**src/rtl/zorro_int_ctrl.sv**
```systemverilog
// zorro_int_ctrl: Zorro III interrupt controller with a vectored IACK responder.
//
// Merges NUM_SRC interrupt requests behind a per-source enable mask and drives one
// Zorro interrupt level (INT_LEVEL). Software programs a vector base. The IACK cycle
// for that level is answered with {vec[7:3], idx}, where idx is the highest-numbered
// active source.
//
// Build option: define ZORRO_INT_CTRL_EDGE_EN for edge-triggered pending bits.
// These are set on a rising request and cleared by IACK or by a PEND W1C write.
// Without it the pending bits follow the synchronized requests (level mode).
//
// Ports:
//   CLK, RESET_n          clock, asynchronous active-low reset
//   configured            board autoconfigured; gates all register and IACK responses
//   FCS_n, FC, ADDR, READ Zorro cycle strobe, function code, address [23:1], direction
//   DS0_n, DIN            low-byte data strobe and write data
//   SRC                   asynchronous active-high interrupt requests
//   INT_n                 registered interrupt request (active-low)
//   iack_slave_n          SLAVE_n request while claiming an IACK
//   iack_dtack_n          DTACK_n request when the vector is presented
//   DOUT, DOUT_OE         read data / vector and its buffer enable
module zorro_int_ctrl #(
  parameter int unsigned NUM_SRC   = 4,
  parameter int unsigned INT_LEVEL = 2,
  parameter logic [23:0] BASE_ADDR = 24'h880000
) (
  input  logic               CLK,
  input  logic               RESET_n,
  input  logic               configured,
  input  logic               FCS_n,
  input  logic [2:0]         FC,
  input  logic [23:1]        ADDR,
  input  logic               READ,
  input  logic               DS0_n,
  input  logic [7:0]         DIN,
  input  logic [NUM_SRC-1:0] SRC,
  output logic               INT_n,
  output logic               iack_slave_n,
  output logic               iack_dtack_n,
  output logic [7:0]         DOUT,
  output logic               DOUT_OE
);

  typedef enum logic [1:0] {StIdle, StClaim, StAck} state_e;

  state_e             state_q, state_d;
  logic [NUM_SRC-1:0] s1_q, s2_q;
  logic [NUM_SRC-1:0] pend, act, mask_q;
  logic [7:0]         vec_q, vec_lat_q, rd_data, rd_data_q;
  logic               assigned_q, wr_done_q, rd_oe_q, int_n_q, ack_oe;
  logic [2:0]         idx;
  logic               reg_sel, wr_en, rd_en, iack_hit, claim;

  // Two-flop synchronizer for the asynchronous requests.
  always_ff @(posedge CLK or negedge RESET_n) begin
    if (!RESET_n) begin
      s1_q <= '0;
      s2_q <= '0;
    end else begin
      s1_q <= SRC;
      s2_q <= s1_q;
    end
  end

  assign reg_sel = configured & ~FCS_n & ~DS0_n & (FC != 3'b111) &
                   (ADDR[23:4] == BASE_ADDR[23:4]);
  // wr_done_q limits each bus cycle to a single commit.
  assign wr_en   = reg_sel & ~READ & ~wr_done_q;
  assign rd_en   = reg_sel & READ;

`ifdef ZORRO_INT_CTRL_EDGE_EN
  logic [NUM_SRC-1:0] s3_q, pend_q, pend_set, pend_clr, idx_bit;
  logic [2:0]         idx_lat_q;

  always_comb begin
    pend_set = s2_q & ~s3_q;
    idx_bit  = '0;
    idx_bit[0] = 1'b1;
    pend_clr = '0;
    if (wr_en && (ADDR[3:1] == 3'd2)) pend_clr = DIN[NUM_SRC-1:0];
    if ((state_q == StClaim) && (state_d == StAck)) pend_clr = pend_clr | (idx_bit << idx_lat_q);
  end

  always_ff @(posedge CLK or negedge RESET_n) begin
    if (!RESET_n) begin
      s3_q      <= '0;
      pend_q    <= '0;
      idx_lat_q <= '0;
    end else begin
      s3_q   <= s2_q;
      // A new edge wins over a simultaneous clear so no request is lost.
      pend_q <= (pend_q & ~pend_clr) | pend_set;
      if (claim) idx_lat_q <= idx;
    end
  end

  assign pend = pend_q;
`else
  assign pend = s2_q;
`endif

  assign act = pend & mask_q;

  // Fixed priority: the highest-numbered active source wins.
  always_comb begin
    idx = '0;
    for (int unsigned i = 0; i < NUM_SRC; i++) begin
      if (act[i]) idx = 3'(i);
    end
  end

  always_comb begin
    rd_data = '0;
    case (ADDR[3:1])
      3'd0:    rd_data = vec_q;
      3'd1:    rd_data[NUM_SRC-1:0] = mask_q;
      3'd2:    rd_data[NUM_SRC-1:0] = pend;
      default: rd_data = '0;
    endcase
  end

  always_ff @(posedge CLK or negedge RESET_n) begin
    if (!RESET_n) begin
      vec_q      <= 8'h0F;
      assigned_q <= 1'b0;
      mask_q     <= '0;
      wr_done_q  <= 1'b0;
      rd_oe_q    <= 1'b0;
      rd_data_q  <= '0;
      int_n_q    <= 1'b1;
    end else begin
      if (wr_en) begin
        case (ADDR[3:1])
          3'd0: begin
            vec_q      <= DIN;
            assigned_q <= 1'b1;
          end
          3'd1:    mask_q <= DIN[NUM_SRC-1:0];
          default: ;
        endcase
      end
      wr_done_q <= FCS_n ? 1'b0 : (wr_done_q | wr_en);
      rd_oe_q   <= rd_en;
      rd_data_q <= rd_en ? rd_data : 8'h00;
      int_n_q   <= ~|act;
    end
  end

  assign iack_hit = configured & ~FCS_n & (FC == 3'b111) & READ &
                    (ADDR[3:1] == 3'(INT_LEVEL)) & assigned_q & (|act);
  assign claim    = (state_q == StIdle) && (state_d == StClaim);

  // IACK FSM: state register.
  always_ff @(posedge CLK or negedge RESET_n) begin
    if (!RESET_n) begin
      state_q   <= StIdle;
      vec_lat_q <= '0;
    end else begin
      state_q <= state_d;
      // Vector is frozen at claim time for the rest of the IACK cycle.
      if (claim) vec_lat_q <= {vec_q[7:3], idx};
    end
  end

  // IACK FSM: next state.
  always_comb begin
    state_d = state_q;
    if (FCS_n) begin
      state_d = StIdle;
    end else begin
      case (state_q)
        StIdle:  if (iack_hit) state_d = StClaim;
        StClaim: if (!DS0_n) state_d = StAck;
        StAck:   state_d = StAck;
        default: state_d = StIdle;
      endcase
    end
  end

  // IACK FSM: outputs.
  always_comb begin
    iack_slave_n = 1'b1;
    iack_dtack_n = 1'b1;
    ack_oe       = 1'b0;
    case (state_q)
      StClaim: iack_slave_n = 1'b0;
      StAck: begin
        iack_slave_n = 1'b0;
        iack_dtack_n = 1'b0;
        ack_oe       = 1'b1;
      end
      default: ;
    endcase
  end

  assign INT_n   = int_n_q;
  assign DOUT    = ack_oe ? vec_lat_q : rd_data_q;
  assign DOUT_OE = ack_oe | rd_oe_q;

endmodule

```
**config.mk**
```make
export PLATFORM = sky130hd
export DESIGN_NAME = zorro_int_ctrl
export DESIGN_NICKNAME = d
export VERILOG_FILES = /design/src/rtl/zorro_int_ctrl.sv
export SDC_FILE = /design/constraint.sdc
export NUM_CORES = 1
export LEC_CHECK = 0
export ABC_AREA = 1
export BUFFER_PORTS_ARGS = -buffer_cell sky130_fd_sc_hd__clkbuf_2
export CORE_MARGIN = 4
export CORE_UTILIZATION = 30
export DETAILED_ROUTE_END_ITERATION = 8
export GPL_TIMING_DRIVEN = 0
export PLACE_DENSITY_LB_ADDON = 0.25
export SYNTH_ARGS = -nofsm -noshare
export SYNTH_HDL_FRONTEND = slang
export SYNTH_SLANG_ARGS = --single-unit
```
**constraint.sdc**
```tcl
create_clock -name CLK -period 2.8 [get_ports CLK]
set_input_delay 0.14 -clock CLK [delete_from_list [all_inputs] [get_ports CLK]]
set_output_delay 0.14 -clock CLK [all_outputs]
set_load 0.01 [all_outputs]
```
======== Word level (Yosys, flattened, before mapping) ========
Index checks and enable logic that the tools add are counted.
cells by class
  bitwise operators ....................... 19
  reductions and logical operators ........ 8
  muxes and demuxes ....................... 15
  eq/ne operators ......................... 8
operators with widths
  operator                number
  $eq A20 B20 Y1 const B  1
  $mux W8                 2
  $and A1 B1 Y1           12
  $pmux W4 S3             1
  $mux W2                 3
  $mux W3                 2
  $pmux W2 S3             1
  $mux W1                 5
  $and A4 B4 Y4           1
  $eq A2 B1 Y1 const B    2
  $mux W4                 1
  $not A1 Y1              4
  $reduce_and A2 Y1       2
  $reduce_or A4 Y1        1
  $eq A3 B1 Y1 const B    1
  $eq A3 B2 Y1 const B    1
  $eq A3 B3 Y1 const B    1
  $logic_not A3 Y1        1
  $ne A3 B3 Y1 const B    1
  $eq A2 B2 Y1 const B    1
  $logic_not A2 Y1        1
  $or A1 B1 Y1            2
  $reduce_or A2 Y1        1
  $logic_and A1 B1 Y1     1
  $logic_not A1 Y1        1
word-level totals
  word-level logic and storage cells ...... 61
  output and inout port bits .............. 12
  bits of input ports ..................... 44
  register bits after elaboration ......... 42

======== Longest topological paths before layout ========
Gate-level depths: netlist of run 1.
  depth in word-level cells ............... 12
  mapped depth ............................ 11
  depth with buffers taken out ............ 11

======== Worst setup path after synthesis of run 1 ========
No wires, ideal clock.
  path kind ............................... register to output
  start ................................... reg state_q[0]
  end ..................................... out DOUT[0]
  buffers on the path ..................... 1
  data arrival time ....................... 1359 ps
  stages on the path, launching flop included .. 7
  data required time ...................... 2660 ps
  slack ................................... 1301 ps
  path through ............................ dfrtp_1 -> inv_1 -> ha_1 -> clkbuf_1 -> clkinv_1 -> nand2_1 -> nand2_1
between the ends
  word-level cells in the longest chain between the ends .. 3
RTL lines
  element                   line  text
  start: declaration        46    state_e state_q, state_d;
  start signal: assignment  156   state_q <= StIdle;
  start signal: assignment  159   state_q <= state_d;
  $eq A2 B2 Y1              185   case (state_q)
  $mux W1                   185
  $mux W8                   197   assign DOUT = ack_oe ? vec_lat_q : rd_data_q;
  end: declaration          40    output logic [7:0] DOUT,
No other way between the ends.

======== Final worst setup path of run 1 ========
  start ................................... reg state_q[0]
  end ..................................... out DOUT[1]
The elaborated chain is that of the path after synthesis.

==> results_dict.tcl, run 1 <==
set metrics [dict create \
    antenna-diode-count 0 \
    grt_max_degree 42 \
    die_area_sq_um 7673 \
    syn-instance-count 227 \
    slew_viol_final 0 \
    grt_antenna_before_repair 0 \
    crit_type "flip-flop to output port" \
    fin_tns_setup_ns 0 \
    io_pins 56 \
    clk_path_buf_depth 2 \
    grt-ovfl-total 0 \
    fin_util_pct 39.76 \
    crit_top_cell "nand2_1" \
    clock_latency_ns 0.29 \
    ant_nets 0 \
    grt_pass1_wl_microns 7445 \
    cp_max_fo 10 \
    wirelength_microns 4255 \
    portBuffers 55 \
    numCtsBuffers 5 \
    slowest_delay_ns 0.43 \
    crit_chain "inv_1 -> ha_1 -> clkbuf_1 -> clkinv_1 -> nand2_1 -> nand2_1 -> clkbuf_2" \
    die_w_microns 87.60 \
    netlist_area_sq_um 1901 \
    worst-slew-pin-transition_ns 0.9952 \
    leakage_nw 1.316 \
    postCtsSetupRepairBufs 0 \
    violations "hold timing" \
    clk_pin_slew_ns 0.08 \
    die_h_microns 87.60 \
    rsz0062_at_grt "no" \
    start_util_pct 31.54 \
    syn-num-nets 275 \
    fill_cells 642 \
    finalWeightedCongestion 0.7626 \
    skew_ns 0.009696 \
    track_usage_pct 12.41 \
    dpl-instance-area_sq_um 2270 \
    synth_mux_area_share_pct 0 \
    syn_area_per_cell_sq_um 8.373 \
    worstPathArrival_ns 2.11 \
    synth_adder_area_share_pct 2.633 \
    synth_warnings 0 \
    yosys_register_bits 41 \
    synth_xor_area_share_pct 0 \
    finalSetupViolations 0 \
    drtIter0Drc 61 \
    vias 1579 \
    fmaxAchievable_ghz 0.4441 \
    area_growth_syn_to_layout_pct 26.07 \
    p_per_area_nw_per_um2 449.0 \
    final_nets 341 \
    cp.required_ns 2.66 \
    ys_seq_area_share_pct 54.31 \
    synth_cell_types 26 \
    min_path_type "input port to asynchronous set/reset pin" \
    start_kind "flip-flop" \
    final-hold-violation-count 11 \
    final_layout_size_suffix_gt1_share_pct 28.23 \
    cts.sinks 41 \
    relSlewSlack_pct 33.65 \
    wl_per_cell_microns 11.53 \
    finalHoldWorstSlack_ns -0.004568 \
    endpoint_kind "output port" \
    maxCapViolCount 0 \
    p_total_mw 1.076 \
    finalCriticalPeriod_ns 2.252 \
    synth_top_family_by_area "simple AND/OR/NAND/NOR gates" \
    post-dp-hpwl_microns 3159 \
    fin_area_sq_um 2396 \
    synth_compound_area_share_pct 2.238 \
    cts_root_buf "clkbuf_8" \
    final_cell_mix "nand2_1 (94), clkbuf_2 (55), dfrtp_1 (36), nand3_1 (22), inv_1 (19)" \
    fin_crit_sh_pct 80.41 \
    row_count 28 \
    slowest_stage "dfrtp_1" \
    core-area_sq_um 6026 \
    status "finished, violations left" \
    drc 0 \
    drt_first_pass_iters 4 \
    synthSimpleGateAreaFrac_pct 35.81 \
    h-tree-depth 2 \
    cts_tree "built" \
    final_common_cell "nand2_1" \
    vias_per_cell 4.279 \
    grt_pass1_vias 1703 \
    ir_drop_mv 0.3343 \
]
## metal layers
metal,share of wire [%],GRT usage (%)
met1,45,14.98
met2,50,21.58
met3,4.1,2.916
met4,1.1,4.463
met5,0,0
## report_power, final
group | internal (mW) | switching [mW] | leakage (nW)
clock network | 0.172 | 0.205 | 0.0439
registers | 0.599 | 0.00376 | 0.531
logic | 0.0393 | 0.0567 | 0.741
## cell families (layout without fill, tap and decap cells)
logic type / count (synthesis) / in the layout
adders and majority gates: 4 / 4
DFF: 41 / 41
and+or+nand+nor: 152 / 152
AOI/OAI and AO/OA: 7 / 7
buffers and inverters: 23 / 90
## worst max-delay path, delay by kind of cell (launching register included)
kind | cells | cell delay [ns]
adder cells (fa/ha/maj) | 1 | 0.18
flip-flops | 1 | 0.43
AND/OR/NAND/NOR | 2 | 0.20
buffers and inverters | 4 | 1.00
## cells in the mapped netlist
| master | instances | share of area [%] |
|---|---|---|
| nand2_1 | 94 | 19 |
| ha_1 | 4 | 2.6 |
| nand4_1 | 3 | 0.99 |
| inv_1 | 19 | 3.8 |
| and3_1 | 1 | 0.33 |
| buf_6 | 1 | 0.59 |
| nor2_2 | 3 | 0.99 |
| clkinv_1 | 1 | 0.20 |
| nand2_4 | 1 | 0.59 |
| a21oi_1 | 2 | 0.53 |
| nand3_1 | 22 | 5.8 |
| or2_2 | 1 | 0.33 |
| a31oi_1 | 4 | 1.3 |
| and2_1 | 1 | 0.33 |
| nand2_2 | 3 | 0.99 |
| a21boi_0 | 1 | 0.40 |
| buf_2 | 1 | 0.26 |
| dfrtp_1 | 36 | 47 |
| clkbuf_1 | 1 | 0.20 |
| nand3_2 | 1 | 0.53 |
| dfstp_2 | 5 | 6.9 |
| nor2_8 | 1 | 1.1 |
| nor3_2 | 1 | 0.53 |
| nor2_1 | 18 | 3.6 |
| nor2_4 | 1 | 0.59 |
| nor3b_2 | 1 | 0.66 |
## state kept, by name (all words and copies together), names as in the netlist
signal	flops
mask_q	4
assigned_q	1
INT_n	1
pend	4
vec_q	8
state_q	2
vec_lat_q	7
rd_oe_q	1
s1_q	4
wr_done_q	1
rd_data_q	8
## layout make-up
| cell class | count | area [sq um] | area share (%) |
|---|---|---|---|
| flip-flops and latches | 41 | 1032 | 43.08 |
| multi-input cells | 163 | 773.2 | 32.27 |
| repair buffers | 59 | 315.3 | 13.16 |
| well taps | 75 | 93.84 | 3.916 |
| inverters | 20 | 75.07 | 3.133 |
| clock buffers | 5 | 68.82 | 2.872 |
| plain buffers | 3 | 20.02 | 0.8355 |
| clock inverters | 3 | 17.52 | 0.7311 |
## per-stage QoR
step                      instances  setup slack [ns]  hold WS, ns
after floorplan                 227             1.301      -0.1556
after global placement          357            0.8590       0.2478
after detailed placement        357            0.8097       0.2496
after CTS                       369            0.4759      0.03760
after global routing            369            0.3120      0.06496
final                           369            0.5485    -0.004568
## what timing repair did
action                    CTS  global route
resized for setup           0             0
hold buffers                4             0
hold endpoints to repair    4             0
## worst paths after layout
path	from	endpoint	slack, ns	cells after the start
max	state_q[0]	DOUT[1]	0.55	7
max in group asynchronous	RESET_n	mask_q[0]	2.19	1
max reg2reg	state_q[0]	vec_lat_q[1]	1.12	9
min reg2reg	s1_q[2]	pend[2]	0.35	0
min in group CLK	DIN[4]	vec_q[4]	0.06	3
min	RESET_n	vec_q[4]	-0.005	1
Note: power is estimated with default switching activity, not from simulation.
==> run 2, diff against run 1 <==
==> constraint.sdc (replaced) <==
create_clock -name CLK -period 2.31 [get_ports CLK]
set_input_delay 0.1155 -clock CLK [delete_from_list [all_inputs] [get_ports CLK]]
set_output_delay 0.1155 -clock CLK [all_outputs]
set_load 0.01 [all_outputs]
==> results_dict.tcl, run 2 (synthesized netlist as in run 1, its figures left out) <==
set metrics [dict create \
    endpoint_kind "output port" \
    ant_nets 0 \
    status "finished, violations left" \
    drt_first_pass_iters 4 \
    finalCriticalPeriod_ns 1.994 \
    p_per_area_nw_per_um2 544.1 \
    die_h_microns 87.60 \
    startpoint "state_q[0]" \
    slew_viol_final 0 \
    finalWeightedCongestion 0.7626 \
    dp.cells 357 \
    top_regs "rd_data_q: 8 flops, vec_q: 8 flops, vec_lat_q: 7 flops" \
    final_cells 369 \
    p_sw_mw 0.3213 \
    io_pins 56 \
    wl_per_cell_microns 11.52 \
    wirelength_microns 4250 \
    start_util_pct 31.54 \
    relSlewSlack_pct 33.73 \
    leakage_nw 1.316 \
    numCtsBuffers 5 \
    seq_power_share_pct 56.1 \
    finalHoldWorstSlack_ns -0.02913 \
    cellInternalPower_mw 0.9824 \
    ir_drop_mv 0.4053 \
    rr_startpoint "state_q[0]" \
    start_kind "flip-flop" \
    rsz0062_at_grt "no" \
    h-tree-depth 2 \
    die_w_microns 87.60 \
    pwr-share-clk_pct 35.0 \
    fin_tns_setup_ns 0 \
    crit_type "flip-flop to output port" \
    drtIter0Drc 61 \
    worstPathArrival_ns 1.88 \
    cp.required_ns 2.19 \
    row_count 28 \
    clk_pin_slew_ns 0.08 \
    cts_tree "built" \
    finalSetupViolations 0 \
    final_cell_mix "nand2_1 (94), clkbuf_2 (55), dfrtp_1 (36), nand3_1 (22), inv_1 (19)" \
    worstRegToRegCells 9 \
    min_path_type "input port to asynchronous set/reset pin" \
    fmaxAchievable_ghz 0.5014 \
    maxCapViolCount 0 \
    power_frac_comb_pct 8.9 \
    worst-r2r-setup-slack_ns 0.63 \
    vias 1583 \
    r2r-end "vec_lat_q[1]" \
    antenna-diode-count 0 \
    cts_root_buf "clkbuf_8" \
    seqCellArea_sq_um 1032 \
    die_area_sq_um 7673 \
    area_growth_syn_to_layout_pct 26.07 \
    multi_input_area_sq_um 773.2 \
    post-dp-hpwl_microns 3159 \
    drc 0 \
    clock_latency_ns 0.29 \
    clk_path_buf_depth 2 \
    violations "hold timing" \
    core-area_sq_um 6026 \
    sw_frac_of_total_pct 24.64 \
    grt_max_degree 42 \
    final_layout_size_suffix_gt1_share_pct 28.57 \
    portBuffers 55 \
    final_nets 341 \
    final_common_cell "nand2_1" \
    cts.sinks 41 \
    track_usage_pct 12.41 \
    grt-ovfl-total 0 \
    vias_per_cell 4.290 \
    grt_antenna_before_repair 0 \
    skew_ns 0.009602 \
    worst-slew-pin-transition_ns 0.9940 \
    grt_pass1_vias 1703 \
    grt_pass1_wl_microns 7445 \
    fin_crit_sh_pct 86.34 \
    final-hold-violation-count 36 \
    fill_cells 642 \
    cp_max_fo 10 \
    endpoint "DOUT[0]" \
]
-- run 2: metal layers --
layer	share of wire [%]	GRT usage, %	vias up
li1	-	-	836
met3	4.1	2.916	6
met1	45	14.98	715
met2	50	21.58	26
met4	1.1	4.463	0
met5	0	0	-
-- run 2: worst min-delay path by stage --
stage                     slack [ns]    start           end  cells past startpoint
after floorplan                -0.18  RESET_n    assigned_q                      0
after global placement          0.22   SRC[3]       s1_q[3]                      1
after detailed placement        0.23   SRC[3]       s1_q[3]                      1
after CTS                       0.01  RESET_n  vec_lat_q[1]                      1
after global routing            0.04   DIN[2]      vec_q[2]                      3
final                          -0.03  RESET_n      vec_q[4]                      1
-- run 2: repair_timing --
| action | in CTS | in global routing |
|---|---|---|
| hold buffers | 4 | 0 |
| setup buffers | 0 | 0 |
| endpoints found under the setup margin | 0 | 8 |
| resized for setup | 0 | 1 |
| hold endpoints to repair | 4 | 0 |
-- run 2: worst max-delay path: stages (launching register included) --
cell and delay [ns]:
dfrtp_1 0.43, inv_1 0.12, ha_1 0.18, clkbuf_1 0.40
inv_2 0.18, nand2_1 0.10, nand2_1 0.05, clkbuf_2 0.12
-- run 2: per-stage QoR --
stage / utilization [%] / setup WS, ns / cell area [sq um] / hold WS [ns] / total power, mW
2_1_floorplan: - / 0.8138 / 1901 / -0.1801 / 0.7876
3_3_place_gp: 37.67 / 0.3935 / 2270 / 0.2233 / 0.8571
3_5_place_dp: 37.67 / 0.3442 / 2270 / 0.2251 / 0.8586
4_1_cts: 39.76 / 0.01041 / 2396 / 0.01310 / 1.322
5_1_grt: 39.76 / 0.1093 / 2396 / 0.04046 / 1.376
6_report: 39.76 / 0.3156 / 2396 / -0.02913 / 1.304
-- run 2: power by group through the flow --
stage	logic, mW	clock network, mW	registers [mW]
floorplan	0.0440	0	0.744
global placement	0.113	0	0.745
detailed placement	0.114	0	0.745
CTS	0.119	0.472	0.731
global route	0.133	0.511	0.732
finish	0.117	0.456	0.731
-- run 2: area by class of cell --
type / instances / share of cell area (%)
inverter: 20 / 3.133
sequential: 41 / 43.08
buffer: 3 / 0.8355
multi-input combinational: 163 / 32.27
timing repair buffer: 59 / 13.16
tap: 75 / 3.916
clock inverter: 3 / 0.7311
clock buffer: 5 / 2.872
